==> config.mk <==
export PLATFORM = sky130hd
export DESIGN_NAME = systolic_mem_responder
export DESIGN_NICKNAME = d
export VERILOG_FILES = /design/src/rtl/systolic_mem_responder_pkg.sv /design/src/rtl/systolic_mem_responder_sysmem_ram.sv /design/src/rtl/systolic_mem_responder.sv
export SDC_FILE = /design/constraint.sdc
export NUM_CORES = 2
export LEC_CHECK = 0
export CORE_UTILIZATION = 30
export DETAILED_ROUTE_END_ITERATION = 8
export PLACE_DENSITY = 0.54
export SYNTH_ARGS = -nofsm -noshare
export SYNTH_HDL_FRONTEND = slang
export SYNTH_SLANG_ARGS = --single-unit
export TNS_END_PERCENT = 100
==> constraint.sdc <==
create_clock -name clk -period 5.4 [get_ports clk]
set_input_delay 0.81 -clock clk [delete_from_list [all_inputs] [get_ports clk]]
set_output_delay 0.81 -clock clk [all_outputs]
set_load 0.005 [all_outputs]
==> src/rtl/systolic_mem_responder_pkg.sv <==
// Shared types for the systolic array: controller state and memory responder state.
package SystolicTypes;

  localparam int ADDR_W = 12;
  localparam int CNT_W  = 8;

  typedef enum logic [1:0] {
    CTRL_IDLE,
    CTRL_LOAD,
    CTRL_COMPUTE,
    CTRL_DRAIN
  } ctrl_state_t;

  typedef enum logic [1:0] {
    IDLE_R,
    HOST_R,
    START_R,
    RUN_R
  } mem_resp_state_t;

  // Increment that sticks at lim so stray extra writes cannot wrap the count.
  function automatic logic [CNT_W-1:0] sat_inc(input logic [CNT_W-1:0] v,
                                               input logic [CNT_W-1:0] lim);
    return (v >= lim) ? v : v + 1'b1;
  endfunction

endpackage

==> src/rtl/systolic_mem_responder_sysmem_ram.sv <==
// Word storage: one async read port, one registered read port, one sync write port.
// Contents are never reset; only the registered read data is.
module sysmem_ram #(
  parameter int WIDTH = 16,
  parameter int DEPTH = 256,
  parameter int AW    = $clog2(DEPTH)
) (
  input  logic             clk,
  input  logic             rst_n,
  input  logic             we,
  input  logic [AW-1:0]    waddr,
  input  logic [WIDTH-1:0] wdata,
  input  logic [AW-1:0]    araddr,
  output logic [WIDTH-1:0] ardata,
  input  logic             rd_en,
  input  logic             rd_zero,
  input  logic [AW-1:0]    rd_addr,
  output logic [WIDTH-1:0] rd_data_q
);

  logic [WIDTH-1:0] mem_q [DEPTH];

  always_ff @(posedge clk) begin
    if (we) mem_q[waddr] <= wdata;
  end

  assign ardata = mem_q[araddr];

  always_ff @(posedge clk or negedge rst_n) begin
    if (!rst_n)     rd_data_q <= '0;
    else if (rd_en) rd_data_q <= rd_zero ? '0 : mem_q[rd_addr];
  end

endmodule

==> src/rtl/systolic_mem_responder.sv <==
// Memory responder between a systolic controller and a host: host access arbitration,
// multiply start handshake and result-window write counting. Optional: SYSMEM_BOUNDS_CHECK_EN.
module systolic_mem_responder
  import SystolicTypes::*;
#(
  parameter int N     = 4,
  parameter int WIDTH = 16,
  parameter int DEPTH = 256
) (
  input  logic              clk,
  input  logic              rst_n,
  input  logic [ADDR_W-1:0] act_addr,
  input  logic              mem_write,
  input  logic [WIDTH-1:0]  mem_data_write,
  output logic [WIDTH-1:0]  mem_read,
  input  logic [ADDR_W-1:0] addr_C,
  output logic              new_data,
  input  logic              host_req,
  input  logic              host_we,
  input  logic [ADDR_W-1:0] host_addr,
  input  logic [WIDTH-1:0]  host_wdata,
  output logic [WIDTH-1:0]  host_rdata,
  output logic              host_ack,
  input  logic              host_start,
  output logic              busy,
  output logic              done,
  output logic              err
);

  localparam int AW = $clog2(DEPTH);
  localparam logic [CNT_W-1:0]  NN_CNT = CNT_W'(N * N);
  localparam logic [ADDR_W:0]   NN_EXT = (ADDR_W + 1)'(N * N);

  mem_resp_state_t  state_q, state_d;
  logic             pend_q, pend_d;
  logic [CNT_W-1:0] cnt_q, cnt_d;
  logic             new_data_q, new_data_d;
  logic             host_ack_q, host_ack_d;
  logic             busy_q, busy_d;
  logic             done_q, done_d;

  logic             ram_we, rd_en;
  logic [AW-1:0]    ram_waddr;
  logic [WIDTH-1:0] ram_wdata, ram_ardata;
  logic             act_oob, host_oob;
  logic [ADDR_W:0]  c_end;
  logic             in_win;

  // Window end is one bit wider so a window near the top of the address space cannot wrap.
  assign c_end  = {1'b0, addr_C} + NN_EXT;
  assign in_win = (act_addr >= addr_C) && ({1'b0, act_addr} < c_end);

`ifdef SYSMEM_BOUNDS_CHECK_EN
  logic err_q, err_set;
  assign act_oob  = {1'b0, act_addr}  >= (ADDR_W + 1)'(DEPTH);
  assign host_oob = {1'b0, host_addr} >= (ADDR_W + 1)'(DEPTH);
  assign err_set  = ((state_q == HOST_R) && host_oob) ||
                    ((state_q == RUN_R) && mem_write && act_oob);
  always_ff @(posedge clk or negedge rst_n) begin
    if (!rst_n)       err_q <= 1'b0;
    else if (err_set) err_q <= 1'b1;
  end
  assign err = err_q;
`else
  logic host_addr_unused;
  assign act_oob          = 1'b0;
  assign host_oob         = 1'b0;
  assign host_addr_unused = ^host_addr;
  assign err              = 1'b0;
`endif

  always_comb begin
    state_d    = state_q;
    pend_d     = pend_q;
    cnt_d      = cnt_q;
    new_data_d = 1'b0;
    host_ack_d = 1'b0;
    busy_d     = busy_q;
    done_d     = 1'b0;
    ram_we     = 1'b0;
    ram_waddr  = act_addr[AW-1:0];
    ram_wdata  = mem_data_write;
    rd_en      = 1'b0;
    case (state_q)
      IDLE_R: begin
        if (host_req) begin
          state_d = HOST_R;
          if (host_start) pend_d = 1'b1;
        end else if (host_start || pend_q) begin
          state_d    = START_R;
          pend_d     = 1'b0;
          cnt_d      = '0;
          new_data_d = 1'b1;
          busy_d     = 1'b1;
        end
      end
      HOST_R: begin
        state_d    = IDLE_R;
        host_ack_d = 1'b1;
        if (host_start) pend_d = 1'b1;
        if (host_we) begin
          ram_we    = !host_oob;
          ram_waddr = host_addr[AW-1:0];
          ram_wdata = host_wdata;
        end else begin
          rd_en = 1'b1;
        end
      end
      START_R: state_d = RUN_R;
      RUN_R: begin
        if (mem_write) begin
          ram_we = !act_oob;
          if (in_win) begin
            cnt_d = sat_inc(cnt_q, NN_CNT);
            if (cnt_d == NN_CNT) begin
              state_d = IDLE_R;
              done_d  = 1'b1;
              busy_d  = 1'b0;
            end
          end
        end
      end
      default: state_d = IDLE_R;
    endcase
  end

  always_ff @(posedge clk or negedge rst_n) begin
    if (!rst_n) begin
      state_q    <= IDLE_R;
      pend_q     <= 1'b0;
      cnt_q      <= '0;
      new_data_q <= 1'b0;
      host_ack_q <= 1'b0;
      busy_q     <= 1'b0;
      done_q     <= 1'b0;
    end else begin
      state_q    <= state_d;
      pend_q     <= pend_d;
      cnt_q      <= cnt_d;
      new_data_q <= new_data_d;
      host_ack_q <= host_ack_d;
      busy_q     <= busy_d;
      done_q     <= done_d;
    end
  end

  sysmem_ram #(
    .WIDTH(WIDTH),
    .DEPTH(DEPTH),
    .AW   (AW)
  ) u_ram (
    .clk      (clk),
    .rst_n    (rst_n),
    .we       (ram_we),
    .waddr    (ram_waddr),
    .wdata    (ram_wdata),
    .araddr   (act_addr[AW-1:0]),
    .ardata   (ram_ardata),
    .rd_en    (rd_en),
    .rd_zero  (host_oob),
    .rd_addr  (host_addr[AW-1:0]),
    .rd_data_q(host_rdata)
  );

  assign mem_read = act_oob ? '0 : ram_ardata;
  assign new_data = new_data_q;
  assign host_ack = host_ack_q;
  assign busy     = busy_q;
  assign done     = done_q;

endmodule

# Yosys cells after proc, flatten, opt, wreduce, memory -nomap -nowiden
# Memory sizes are Yosys's and may differ from the RTL's. A register that Yosys moved wholly into a read port is not among the register bits.
# Cells that the tools add are included.
[op_classes]
n_addsub = 2
n_mul = 0
div_mod_pow = 0
magnitude_cmp = 3
n_eq_ne = 10
n_shift = 0
mux = 41
bitwise_logic = 0
n_reduce_logical = 10
[ops]
columns = ["op", "n"]
rows = [
  ["two-way mux 8 bit", 7],
  ["two-way mux 16 bit", 2],
  ["two-way mux 1 bit", 22],
  ["one-hot mux 8 bit (2 select lines)", 1],
  ["adder 12 x 5 -> 13 bit (second input constant)", 1],
  ["less-than comparator 12 x 13 -> 1 bit", 1],
  [">= comparator 12 bit", 1],
  ["two-way mux 2 bit", 5],
  ["!= test 2 bit (second input constant)", 5],
  ["adder 8 x 1 -> 8 bit (second input constant)", 1],
  ["equality test 8 x 5 -> 1 bit (second input constant)", 1],
  [">= comparator 8 x 5 -> 1 bit (second input constant)", 1],
  ["one-hot mux 2 bit (4 select lines)", 1],
  ["one-hot mux 1 bit (2 select lines)", 3],
  ["AND reduction 6 bit", 1],
  ["AND reduction 5 bit", 1],
  ["equality test 2 bit (second input constant)", 2],
  ["AND reduction 4 bit", 1],
  ["nonzero test 2 bit", 2],
  ["!= test 3 bit (second input constant)", 1],
  ["equality test 2 x 1 -> 1 bit (second input constant)", 1],
  ["logical NOT 2 bit", 1],
  ["AND reduction 2 bit", 1],
  ["logical AND 1 bit", 1],
  ["other kinds (2)", 2],
]
[word_totals]
reg_bits = 15
latch_bits = 0
ram_bits = 4096
romBits = 0
output_inout_bits = 37
n_memories = 1
[memory_table]
columns = ["memory", "depth", "width", "read_ports", "rd_ports_with_merged_regs", "wr", "line", "source"]
rows = [
  ["u_ram.mem_q", 256, 16, 2, 1, 1, "systolic_mem_responder_sysmem_ram.sv:21", "logic [WIDTH-1:0] mem_q [DEPTH];"],
]

# Logic depth before layout (Yosys ltp)
[depth]
depth_word = 7
ltp_mapped = 13

# Cells and area by module
# From an unflattened synthesis, not the netlist that was laid out.
[hier_totals]
hier_cells = 9452
hier_area_um2 = 191648.8
[by_module_without_submodules]
columns = ["module", "n_inst", "cells_per_inst", "area_each_um2", "seq_area_each_um2"]
rows = [
  ["sysmem_ram", 1, 9262, 189968.4, 123398.3],
  ["systolic_mem_responder", 1, 190, 1680.4, 375.4],
]

# Least setup slack after synthesis
# OpenSTA, ideal clock, no wires.
[synth_timing]
path_type = "input to register"
from = "input port host_we"
to = "memory u_ram.mem_q[0][10] (data pin)"
setup_ps = 823
t_arrival_ps = 4760
slack_ps = -182
path_stages = 6
n_path_buf = 3
cell_sequence = "and2_1 -> clkbuf_1 -> buf_2 -> clkbuf_1 -> nand2_1 -> nand2_1"
[synth_via]
elab_chain_len = 2
[synth_rtl]
columns = ["item", "line", "source"]
rows = [
  ["from (decl)", "systolic_mem_responder.sv:19", "input logic host_we,"],
  ["two-way mux 16 bit", "systolic_mem_responder.sv:101", "if (host_we) begin"],
  ["two-way mux 16 bit", "systolic_mem_responder.sv:84", "case (state_q)"],
  ["net ram_wdata[10]", "systolic_mem_responder.sv:44", "logic [WIDTH-1:0] ram_wdata, ram_ardata;"],
  ["to (decl)", "systolic_mem_responder_sysmem_ram.sv:21", ""],
]
# The timed path passes the listed nets, and every way through them passes these cells.

# Final worst setup path
[layout_timing]
from = "input port act_addr[0]"
to = "output port mem_read[4]"
[layout_via]
elab_chain_len = 1
[layout_rtl]
columns = ["item", "line", "source"]
rows = [
  ["from (decl)", "systolic_mem_responder.sv:12", "input logic [ADDR_W-1:0] act_addr,"],
  ["memory (256 x 16 bit)", "n/a", ""],
  ["to (decl)", "systolic_mem_responder.sv:15", "output logic [WIDTH-1:0] mem_read,"],
]
# Every way passes these cells.

==> results.sh <==
export IMPL_rsz0062_at_grt="yes"
export IMPL_grt_max_degree=121
export IMPL_clock_sinks=4127
export IMPL_syn_area_sq_mm=0.191
export IMPL_fin_cells=20000
export IMPL_endpoint_kind="output pin"
export IMPL_slew_viol_final=2
export IMPL_cp_depth=12
export IMPL_cts_max_level=5
export IMPL_synthMuxAreaShare_pct=24.0
export IMPL_synth_top_area_cell="edfxtp_1"
export IMPL_timing_fmax_mhz=173
export IMPL_finalCriticalPeriod_ps=5760
export IMPL_slew_headroom_pct=-6.70
export IMPL_synth_enable_flop_cells=4096
export IMPL_hold_slack_ps=344
export IMPL_crit_type="primary input to output pin"
export IMPL_synth_xor_area_share_pct=0.0275
export IMPL_yosys_area_share_simple_pct=2.18
export IMPL_grt_ovfl_total=0
export IMPL_die_y_um=801
export IMPL_grt_use_total_pct=23.0
export IMPL_layout_commonest_cell="edfxtp_1"
export IMPL_critPathLaunch="act_addr[0]"
export IMPL_setup_slack_ps=-364
export IMPL_timing_rr_start="state_q[0]$_DFFE_PN0P_"
export IMPL_syn_num_nets=10200
export IMPL_placed_cell_area_sq_mm=0.211
export IMPL_grt_pass1_vias=120000
export IMPL_vias=122000
export IMPL_fin_util_pct=36.1
export IMPL_irDropWorstVdd_v=0.000281
export IMPL_drive_gt1_share_pct=36.9
export IMPL_clk_root_buffer_cell="clkbuf_16"
export IMPL_ys_types=74
export IMPL_leakagePower_nw=73.5
export IMPL_outcome="finished, violations left"
export IMPL_cp_cell_sequence="buf_16 > buf_16 > buf_12 > buf_6 > buf_8 > mux4_2 > a22oi_2 > a21oi_4 > o41ai_4 > nand4_1 > buf_4 > buf_6"
export IMPL_place_congestion=0.909
export IMPL_post_drt_wl_per_cell_um=38.3
export IMPL_worstReg2RegEnd="u_ram.mem_q[178][14]$_DFFE_PP_"
export IMPL_fill_cells=58400
export IMPL_core_area_sq_mm=0.636
export IMPL_area_growth_pct=19.9
export IMPL_hp_class="primary input to flop"
export IMPL_slowest_stage="nand4_1"
export IMPL_antenna_found_initial=75
export IMPL_grt_pass1_wl_mm=1030
export IMPL_avgSynthCellArea_sq_um=19.0
export IMPL_dr_first_iter_drc_count=18600
export IMPL_final_cell_mix="edfxtp_1, mux4_2, buf_4, mux2i_1, a22oi_1"
export IMPL_tns_ps=-728
export IMPL_violations="capacitance limit, slew limit, setup timing"
export IMPL_die_area_sq_mm=0.641
export IMPL_wl_met3_mm=96.2
export IMPL_drc=0
export IMPL_drt_pass1_iter_count=6
export IMPL_synthFlopType="edfxtp_1"
export IMPL_async_reset_ff_share_pct=0.751
export IMPL_synth_top_area_share_pct=64.3
export IMPL_finalCritPeriodShare_pct=107
export IMPL_wl_mm=767
export IMPL_yosysWarningCount=0
export IMPL_startpoint_type="primary input"
export IMPL_hp_start="host_req"
export IMPL_cp_num_buf_inv=7
export IMPL_required_ps=4590
export IMPL_cts_tree="built"
export IMPL_fp_row_count=293
export IMPL_finClkSkew_ps=111
export IMPL_vias_per_cell=6.08
export IMPL_initial_core_util_pct=30.1
export IMPL_total_power_mw=76.5
export IMPL_wl_met1_mm=283
export IMPL_drtAntennaViolNets=0
export IMPL_portBuffers=105
export IMPL_routed_top_layer="met5"
export IMPL_worst_skew_pair_late_latency_ps=1080
export IMPL_cp_top_family="buffers and inverters"
export IMPL_clk_pin_slew_ps=60
export IMPL_finalHoldViolCount=0
export IMPL_worst_path_max_fanout=8
export IMPL_powerDensity_mw_per_mm2=334
export IMPL_synth_fa_ha_area_share_pct=0.150
export IMPL_r2r_slack_ps=1300
export IMPL_pre_cts_slack_ps=-1020
export IMPL_synth_top_family_by_area="multiplexers"
export IMPL_placedCellCount=19000
export IMPL_num_nets_final=11300
export IMPL_synth_compound_area_share_pct=6.33
export IMPL_cts_buffer_depth=4
export IMPL_r2r_cells=7
export IMPL_dp_hpwl_mm=504
export IMPL_slowest_delay_ps=1070
export IMPL_pin_count=111
export IMPL_max_cap_viol_count=1
export IMPL_design_area_sq_mm=0.229
export IMPL_synth_top_cells_by_area="edfxtp_1, mux4_2, mux2i_1, a22oi_1, a21oi_1"
export IMPL_synth_seq_cells=4127
export IMPL_crit_path_end="mem_read[4]"
export IMPL_syn_inst=10100
export IMPL_cts_made_buffers=444
export IMPL_arrival_ps=4950
export IMPL_finalSetupViolCount=4
export IMPL_wl_met2_mm=344
export IMPL_tightest_slew_ps=1580
export IMPL_seq_area_frac_synth_pct=64.7
export IMPL_die_x_um=801
==> report_power, final <==
part	internal (mW)	leakage [nW]	switching, mW	total (mW)
registers	36.4	37.2	0.339	36.8
clock network	17.4	7.01	13.3	30.7
logic	3.04	29.3	6.00	9.04
==> synth_stat cells (all sizes together), types with 85 or more instances <==
library cell     n
a211oi          85
a21oi          383
a22oi          602
buf            473
clkbuf         367
edfxtp        4096
mux2i          639
mux4          1739
nand2          298
nor2           305
o21ai           86
o221ai         132
o22ai          183
==> registers in the layout, indices dropped and copies added, names as in the netlist <==
| register | count |
|---|---|
| u_ram.mem_q | 4096 |
| u_ram.rd_data_q | 16 |
| cnt_q | 8 |
| state_q | 2 |
| busy | 1 |
| done | 1 |
| host_ack | 1 |
| new_data | 1 |
| pend_q | 1 |
==> worst reg2reg max path, cell delays in order (launching register included) <==
cell	delay, ps
dfrtp_1	460
nor2b_1	170
buf_4	220
and2_2	300
o31ai_1	610
nand2_2	820
nor2_1	970
buf_12	250
==> cells by family after synthesis <==
| kind of cell | count (synthesis) |
|---|---|
| and+or+nand+nor | 923 |
| AOI/OAI and AO/OA | 1725 |
| xor gates and xnor gates | 6 |
| muxes | 2387 |
| DFF | 4127 |
| other | 1 |
| adders and majority gates | 23 |
| buffers and inverters | 866 |
==> how the worst min path moves through the flow <==
| stage | end | depth (start not counted) |
|---|---|---|
| after global routing | state_q[0]$_DFFE_PN0P_ | 3 |
| after CTS | state_q[0]$_DFFE_PN0P_ | 3 |
| after detailed placement | cnt_q[6]$_DFFE_PN0P_ | 1 |
| final | state_q[0]$_DFFE_PN0P_ | 3 |
| after floorplan | cnt_q[3]$_DFFE_PN0P_ | 1 |
| after global placement | cnt_q[3]$_DFFE_PN0P_ | 1 |
==> what timing repair did <==
action / 4_1_cts / 5_1_grt
cloned: 19 / 4
endpoints found under the hold margin: 31 / 0
setup buffers: 102 / 70
resized for setup: 210 / 144
pin swaps: 39 / 55
hold buffers: 1 / 0
setup endpoints to repair: 12 / 14
==> area by class of cell <==
class / count / area, sq um / area share (%)
sequential: 4127 / 124000 / 53.9
multi-input combinational: 5065 / 64800 / 28.3
timing repair buffer: 1542 / 15800 / 6.89
clock buffer: 554 / 11700 / 5.12
tap: 8407 / 10500 / 4.58
clock inverter: 262 / 2620 / 1.14
inverter: 23 / 95.1 / 0.0414
antenna: 33 / 82.6 / 0.0360
==> metal layers <==
layer,vias to the layer above,global-route usage (%)
met4,30,11.3
li1,46100,-
met3,1545,7.27
met1,65500,29.7
met2,8485,35.0
met5,-,0
(Power assumes the default switching activity.)
